## config.mk

```make
export PLATFORM = sky130hd
export DESIGN_NAME = alu_op_sequencer
export DESIGN_NICKNAME = d
export VERILOG_FILES = /design/src/rtl/alu_op_sequencer.sv
export SDC_FILE = /design/constraint.sdc
export NUM_CORES = 1
export LEC_CHECK = 0
export ABC_AREA = 1
export CORE_UTILIZATION = 45
export CTS_CLUSTER_DIAMETER = 60
export DETAILED_ROUTE_END_ITERATION = 8
export HOLD_SLACK_MARGIN = 0.1
export PLACE_DENSITY = 0.87
export SYNTH_ARGS = -nofsm -noshare
export SYNTH_HDL_FRONTEND = slang
export SYNTH_SLANG_ARGS = --single-unit
```

## constraint.sdc

```tcl
create_clock -name clk -period 1.8 [get_ports clk]
set_clock_uncertainty 0.05 [all_clocks]
set_input_delay 0.18 -clock clk [delete_from_list [all_inputs] [get_ports clk]]
set_output_delay 0.18 -clock clk [all_outputs]
set_load 0.02 [all_outputs]
```

## src/rtl/alu_op_sequencer.sv

```systemverilog
// Issues one ALU_8Bit operation at a time behind a valid/ready request/response pair.
// It holds the ALU inputs steady for a per-class settle time and then keeps the response until it is accepted.
module alu_op_sequencer #(
    parameter int unsigned FAST_CYCLES = 1,
    parameter int unsigned MUL_CYCLES  = 4,
    parameter int unsigned DIV_CYCLES  = 8
) (
    input  logic       clk,
    input  logic       reset,
    input  logic       req_valid,
    output logic       req_ready,
    input  logic [2:0] req_op,
    input  logic [7:0] req_a,
    input  logic [7:0] req_b,
    output logic       rsp_valid,
    input  logic       rsp_ready,
    output logic [7:0] rsp_result,
    output logic       rsp_zero,
    output logic       rsp_err,
    output logic       busy,
    output logic [7:0] alu_a,
    output logic [7:0] alu_b,
    output logic       alu_sub,
    output logic [2:0] alu_op_select,
    input  logic [7:0] alu_result
);

    localparam logic [1:0] ST_IDLE = 2'd0;
    localparam logic [1:0] ST_EXEC = 2'd1;
    localparam logic [1:0] ST_DONE = 2'd2;

    localparam logic [3:0] FAST_LOAD = 4'(FAST_CYCLES - 1);
    localparam logic [3:0] MUL_LOAD  = 4'(MUL_CYCLES - 1);
    localparam logic [3:0] DIV_LOAD  = 4'(DIV_CYCLES - 1);

    logic [1:0] state_r;
    logic [1:0] next_state_s;
    logic [3:0] cnt_r;
    logic       op_illegal_s;
    logic       div_zero_s;
    logic       early_done_s;

    // Counter load value: settle cycles minus one, since the EXEC entry edge is the first cycle.
    function automatic logic [3:0] settle_load(input logic [2:0] op);
        logic [3:0] load;
        case (op)
            3'd4:    load = MUL_LOAD;
            3'd5:    load = DIV_LOAD;
            default: load = FAST_LOAD;
        endcase
        return load;
    endfunction

    // Requests that complete without touching the ALU.
    always_comb begin
        op_illegal_s = (req_op > 3'd5);
        div_zero_s   = (req_op == 3'd5) && (req_b == 8'd0);
        early_done_s = op_illegal_s || div_zero_s;
    end

    // Next-state decode.
    always_comb begin
        next_state_s = state_r;
        case (state_r)
            ST_IDLE: begin
                if (req_valid) begin
                    if (early_done_s) begin
                        next_state_s = ST_DONE;
                    end else begin
                        next_state_s = ST_EXEC;
                    end
                end else begin
                    next_state_s = ST_IDLE;
                end
            end
            ST_EXEC: begin
                if (cnt_r == 4'd0) begin
                    next_state_s = ST_DONE;
                end else begin
                    next_state_s = ST_EXEC;
                end
            end
            ST_DONE: begin
                if (rsp_ready) begin
                    next_state_s = ST_IDLE;
                end else begin
                    next_state_s = ST_DONE;
                end
            end
            default: next_state_s = ST_IDLE;
        endcase
    end

    // State and handshake flags; the flags are registered copies of the next-state decode.
    always_ff @(posedge clk or posedge reset) begin
        if (reset) begin
            state_r   <= ST_IDLE;
            req_ready <= 1'b1;
            rsp_valid <= 1'b0;
            busy      <= 1'b0;
        end else begin
            state_r   <= next_state_s;
            req_ready <= (next_state_s == ST_IDLE);
            rsp_valid <= (next_state_s == ST_DONE);
            busy      <= (next_state_s != ST_IDLE);
        end
    end

    // Operand latch, settle counter and response capture.
    always_ff @(posedge clk or posedge reset) begin
        if (reset) begin
            cnt_r         <= 4'd0;
            alu_a         <= 8'd0;
            alu_b         <= 8'd0;
            alu_sub       <= 1'b0;
            alu_op_select <= 3'd0;
            rsp_result    <= 8'd0;
            rsp_zero      <= 1'b0;
            rsp_err       <= 1'b0;
        end else begin
            case (state_r)
                ST_IDLE: begin
                    if (req_valid) begin
                        alu_a         <= req_a;
                        alu_b         <= req_b;
                        alu_sub       <= (req_op == 3'd1);
                        alu_op_select <= req_op;
                        cnt_r         <= settle_load(req_op);
                        if (op_illegal_s) begin
                            rsp_result <= 8'd0;
                            rsp_zero   <= 1'b1;
                            rsp_err    <= 1'b1;
                        end else if (div_zero_s) begin
                            rsp_result <= 8'hFF;
                            rsp_zero   <= 1'b0;
                            rsp_err    <= 1'b1;
                        end else begin
                            rsp_result <= rsp_result;
                        end
                    end else begin
                        cnt_r <= cnt_r;
                    end
                end
                ST_EXEC: begin
                    if (cnt_r != 4'd0) begin
                        cnt_r <= cnt_r - 4'd1;
                    end else begin
                        rsp_result <= alu_result;
                        rsp_zero   <= (alu_result == 8'd0);
                        rsp_err    <= 1'b0;
                    end
                end
                ST_DONE: begin
                    cnt_r <= cnt_r;
                end
                default: begin
                    cnt_r <= 4'd0;
                end
            endcase
        end
    end

endmodule

```

======== Word-level counts from Yosys, hierarchy flattened ========
Cells that the tools add are included.
cells by class
  $add $sub $neg .......................... 1
  divide/modulo/power cells ............... 0
  magnitude comparators ................... 1
  bitwise gates (word level) .............. 1
  muxes and demuxes ....................... 24
  multiply operators ...................... 0
  shift-type cells ........................ 0
  equality and inequality tests ........... 10
  reductions and logical operators ........ 13
operators by type and width
  cell                   count
  $mux W8                4
  $logic_not A8 Y1       2
  $pmux W8 S2            1
  $pmux W4 S3            1
  $mux W1                8
  $mux W2                4
  $mux W4                2
  $eq A3 B3 Y1 const B   2
  $ne A2 B2 Y1 const B   3
  $pmux W2 S3            1
  $pmux W3 S2            1
  $eq A2 B2 Y1 const B   2
  $logic_not A2 Y1       2
  $logic_not A4 Y1       1
  $pmux W1 S2            2
  $reduce_and A4 Y1      1
  $reduce_bool A2 Y1     2
  $reduce_bool A4 Y1     1
  $sub A4 B1 Y4 const B  1
  $eq A3 B1 Y1 const B   1
  $gt A3 B3 Y1 const B   1
  $ne A3 B3 Y1 const B   1
  $reduce_and A3 Y1      1
  $eq A2 B1 Y1 const B   1
  other kinds (4)        4
word-level totals
  bits in writable memories ............... 0
  logic and storage cells ................. 62
  bits in registers ....................... 39
  input bits .............................. 31
  memory bits (read-only) ................. 0
  bits in latches ......................... 0
  memories kept ........................... 0

======== Depth between registers and ports, before layout ========
  depth after elaboration ................. 7
  gate-level depth with buffers ........... 10
  mapped depth without buffers ............ 10

======== Worst setup path before layout ========
No wires, ideal clock.
  path type ............................... register to register
  from .................................... register cnt_r[0]
  to ...................................... register rsp_result[7]
  arrival time ............................ 1296 ps
  slack ................................... 389 ps
  buffers on the path ..................... 0
  setup time .............................. 65 ps
  required time ........................... 1685 ps
  cell stages (with the launch flop) ...... 11
  cells stage by stage .................... dfrtp_1 -> inv_1 -> ha_1 -> inv_1 -> nor2_1 -> nand2_1 -> nor2_8 -> inv_6 -> nand2_4 -> nand2_1 -> nand2_1
between the ends
  word-level cells in the longest chain between the ends .. 3
ends and longest elaborated chain
  element                             RTL line  RTL
  start, declared                     38        logic [3:0] cnt_r;
  start signal, assigned              128       cnt_r <= settle_load(req_op);
  start signal, assigned              141       cnt_r <= cnt_r;
  start signal, assigned              146       cnt_r <= cnt_r - 4'd1;
  $reduce_bool A4 Y1                  145       if (cnt_r != 4'd0) begin
  $ne A2 B2 Y1 (no source line)       --
  $reduce_and A4 Y1 (no source line)  --
  end signal, assigned                138       rsp_result <= rsp_result;
  end signal, assigned                148       rsp_result <= alu_result;
  end, declared                       17        output logic [7:0] rsp_result,
No other way between the ends.
A chain may end at the register's enable or synchronous reset.

======== Final worst setup path ========
  from .................................... register req_ready
  to ...................................... output req_ready
RTL lines
  element                 RTL line  RTL
  start, declared         11        output logic req_ready,
  start signal, assigned  103       req_ready <= (next_state_s == ST_IDLE);
No word-level cell between the ends.

==> metrics <==
fin. max-slew vios 0; slowest stage delay, CP 590 ps; Sw Ratio 41.18%; area delta synth->final 40.25%; outcome finished, final reports clean; die width ~67 um; setup bufs post-CTS 0; Post-Route Setup TNS 0 ps; Residual DRC 0; crit-path cells clkdlybuf4s50_1; P_int roughly 0.0027 W; Via-to-Cell Ratio between 4 and 5; # diodes 0; setup violators final 0; clk root buf clkbuf_8; routed wire length ~4000 um; pwr dens ~1700 nW/um^2; Final nets between 300 and 400; vias in the first global route 1540; Crit Path Class flip-flop to primary output; total power 0.004611 W; total CTS buffers 5; Starting DRT DRC Count ~100; crit-path leading delay family buffers and inverters; largest family of logic cells by synthesized area simple AND/OR/NAND/NOR gates; PostCTS Resize Cnt 0; drt pass-1 iters 4; clk_lat worst skew 280 ps; compound-cell area share of the yosys netlist roughly 7.8%; CTS Sinks 39; Buf/Inv on CP 1; Static Leak approximately 1.3 nW; layout cells sized above 1 roughly 14%; Port Buffer Count 63; Startpoint Class flip-flop; unrepaired setup endpoints after global routing false; DR vias 1615; Hold-fix buffers, CTS 0; crit path max-delay cell type clkdlybuf4s50_1; wire per inst ~12 um; first-pass GRT wire length 6499 um; yosys synthesis warning count 0; number of top-level pins 64; TritonCTS clock tree done; cell area after synthesis 1887 sq um; worst slew margin relative to its limit 59.59%; peak supply drop around 670 uV; die area 4456 sq um; critical path arrival 1390 ps; final hold vios 0; final worst-path cycle share 90.16%; Post-Place Cell Area 2546 sq um; initial antenna violation count 0; Syn Nets ~250; Max-Cap Viols 0; post-route cell area approximately 2600 sq um; largest net degree at the start of global routing 40; Initial Util a little under half; grt ovf 0; maximum fanout along the worst path 1; CP Capture Type primary output; Psw around 0.0019 W; CTS clk-pin slew, worst paths roughly 70 ps; worst slew pin tran 605.4 ps; Mapped Cells approximately 220; Post-Layout Cell Count around 330; Final min period around 1600 ps; #FFs+latches synth 39; antenna-violating nets left 0; post-synthesis mux area share 0%; Worst Hold Class input port to asynchronous set/reset pin; final HPWL from detailed placement around 3000 um; Site Rows 23; Clk pwr share 13.9%; Die Y approximately 67 um; post-synthesis adder-cell area fraction less than 1%; core footprint around 4000 sq um; Netlist cell types 33; Reg power frac between 30 and 40%; Max Root-Sink Buffers 2; XOR/XNOR Fraction of Synth Area 0%; Logic pwr share 52.5%; fmax 616.2 MHz; Placer Congestion 0.8185; syn_area_per_cell approximately 8.7 sq um; htree depth 2; register area share after synthesis slightly above 50%; simple-gate share of the synthesized area a little under a third; Placed Cells 325; Req. time, crit path ~1600 ps; GRT Total Usage ~19%
[power groups by stage]
stage / Clock [W] / Sequential (W) / Combinational (W)
after CTS: 0.000652 / 0.00155 / 0.00245
final: 0.000642 / 0.00155 / 0.00242
after global routing: 0.000681 / 0.00159 / 0.00266
after global placement: 0 / 0.00156 / 0.00237
after floorplan: 0 / 0.00198 / 0.00105
after detailed placement: 0 / 0.00156 / 0.00244
[worst paths after layout]
| path | from | end | slack [ps] | depth (start not counted) |
|---|---|---|---|---|
| setup reg to reg | cnt_r[0]$_DFFE_PP0P_ | rsp_result[5]$_DFFE_PP0P_ | 190 | 10 |
| max in group asynchronous | reset | req_ready$_DFF_PP1_ | 1090 | 3 |
| min in group clk | req_a[3] | alu_a[3]$_DFFE_PP0P_ | 390 | 3 |
| setup / recovery | req_ready$_DFF_PP1_ | req_ready | 180 | 1 |
| hold reg to reg | alu_a[6]$_DFFE_PP0P_ | alu_a[6]$_DFFE_PP0P_ | 420 | 2 |
| hold / removal | reset | rsp_result[7]$_DFFE_PP0P_ | 250 | 3 |
[cell usage in the layout, fill, tap and decap left out, types with 3 or more instances in the layout]
master,n
clkbuf_8,7
nand2_1,82
nor2_4,3
o21ai_1,8
inv_2,6
nand3_2,9
inv_1,18
clkdlybuf4s50_1,63
nand2_2,3
o21ai_0,10
nor2_1,9
nand4_1,4
dfrtp_1,38
[synthesized netlist by cell type]
master | count | area (sq um)
buf_4 | 1 | 7.510
ha_1 | 1 | 12.51
a21oi_1 | 1 | 5.000
nand2_2 | 3 | 18.77
nand3b_1 | 1 | 7.510
nor2_1 | 9 | 33.78
nor2_2 | 1 | 6.260
a31oi_1 | 1 | 6.260
nand3_4 | 1 | 17.52
nor3_2 | 1 | 10.01
nand3_2 | 9 | 90.09
inv_1 | 18 | 67.56
o21ai_2 | 1 | 8.760
nand2_1 | 82 | 307.8
buf_6 | 1 | 11.26
nor2_4 | 3 | 33.78
buf_2 | 3 | 15.01
o31ai_2 | 1 | 12.51
nand4_1 | 4 | 25.02
o21ai_0 | 10 | 50.05
nor2_8 | 1 | 20.02
o21a_1 | 2 | 15.01
nand3_1 | 2 | 10.01
a21oi_2 | 1 | 8.760
dfstp_2 | 1 | 26.28
o21ai_1 | 8 | 40.04
inv_2 | 6 | 22.52
nand2_4 | 1 | 11.26
nor3_1 | 1 | 5.000
inv_6 | 1 | 8.760
or2_2 | 1 | 6.260
dfrtp_1 | 38 | 950.9
buf_8 | 1 | 15.01
[tightest hold or removal path, delay by kind of cell]
family / cells / cell delay (ps)
buf+inv: 3 / 840
[registers in the layout, summed over array words and instances, names as in the netlist]
signal	cells
rsp_result	8
rsp_err	1
alu_op_select	3
busy	1
req_ready	1
rsp_zero	1
state_r	2
alu_a	8
rsp_valid	1
cnt_r	4
alu_b	8
alu_sub	1
[cell type report]
type                    count  area [sq um]
well taps                  50         62.56
clock buffers               8         100.1
flip-flops and latches     39         977.2
multi-input cells         146         762.0
inverters                  25         98.84
repair buffers             65         645.6
fillers                   327          1354
[cell families after synthesis]
family	Yosys count
and+or+nand+nor	120
adders and majority gates	1
AOI/OAI and AO/OA	25
buffers and inverters	31
DFF	39
[per-layer routing]
metal	vias to the layer above	GRT usage [%]	wire length [um]
li1	805	-	-
met1	751	22.26	1705
met2	55	35.48	1962
met3	4	4.966	272
met4	0	4.255	19
met5	-	0	0
[metrics by stage]
stage	hold slack (ps)	utilization, %	worst slack, ps
3_5_place_dp	407.0	63.65	34.76
6_report	250.4	66.16	177.2
5_1_grt	308.7	66.16	65.16
3_3_place_gp	403.1	63.65	82.81
4_1_cts	277.4	66.16	156.4
2_1_floorplan	216.6	-	389.0
No activity file was read; power rests on OpenSTA's default activity.
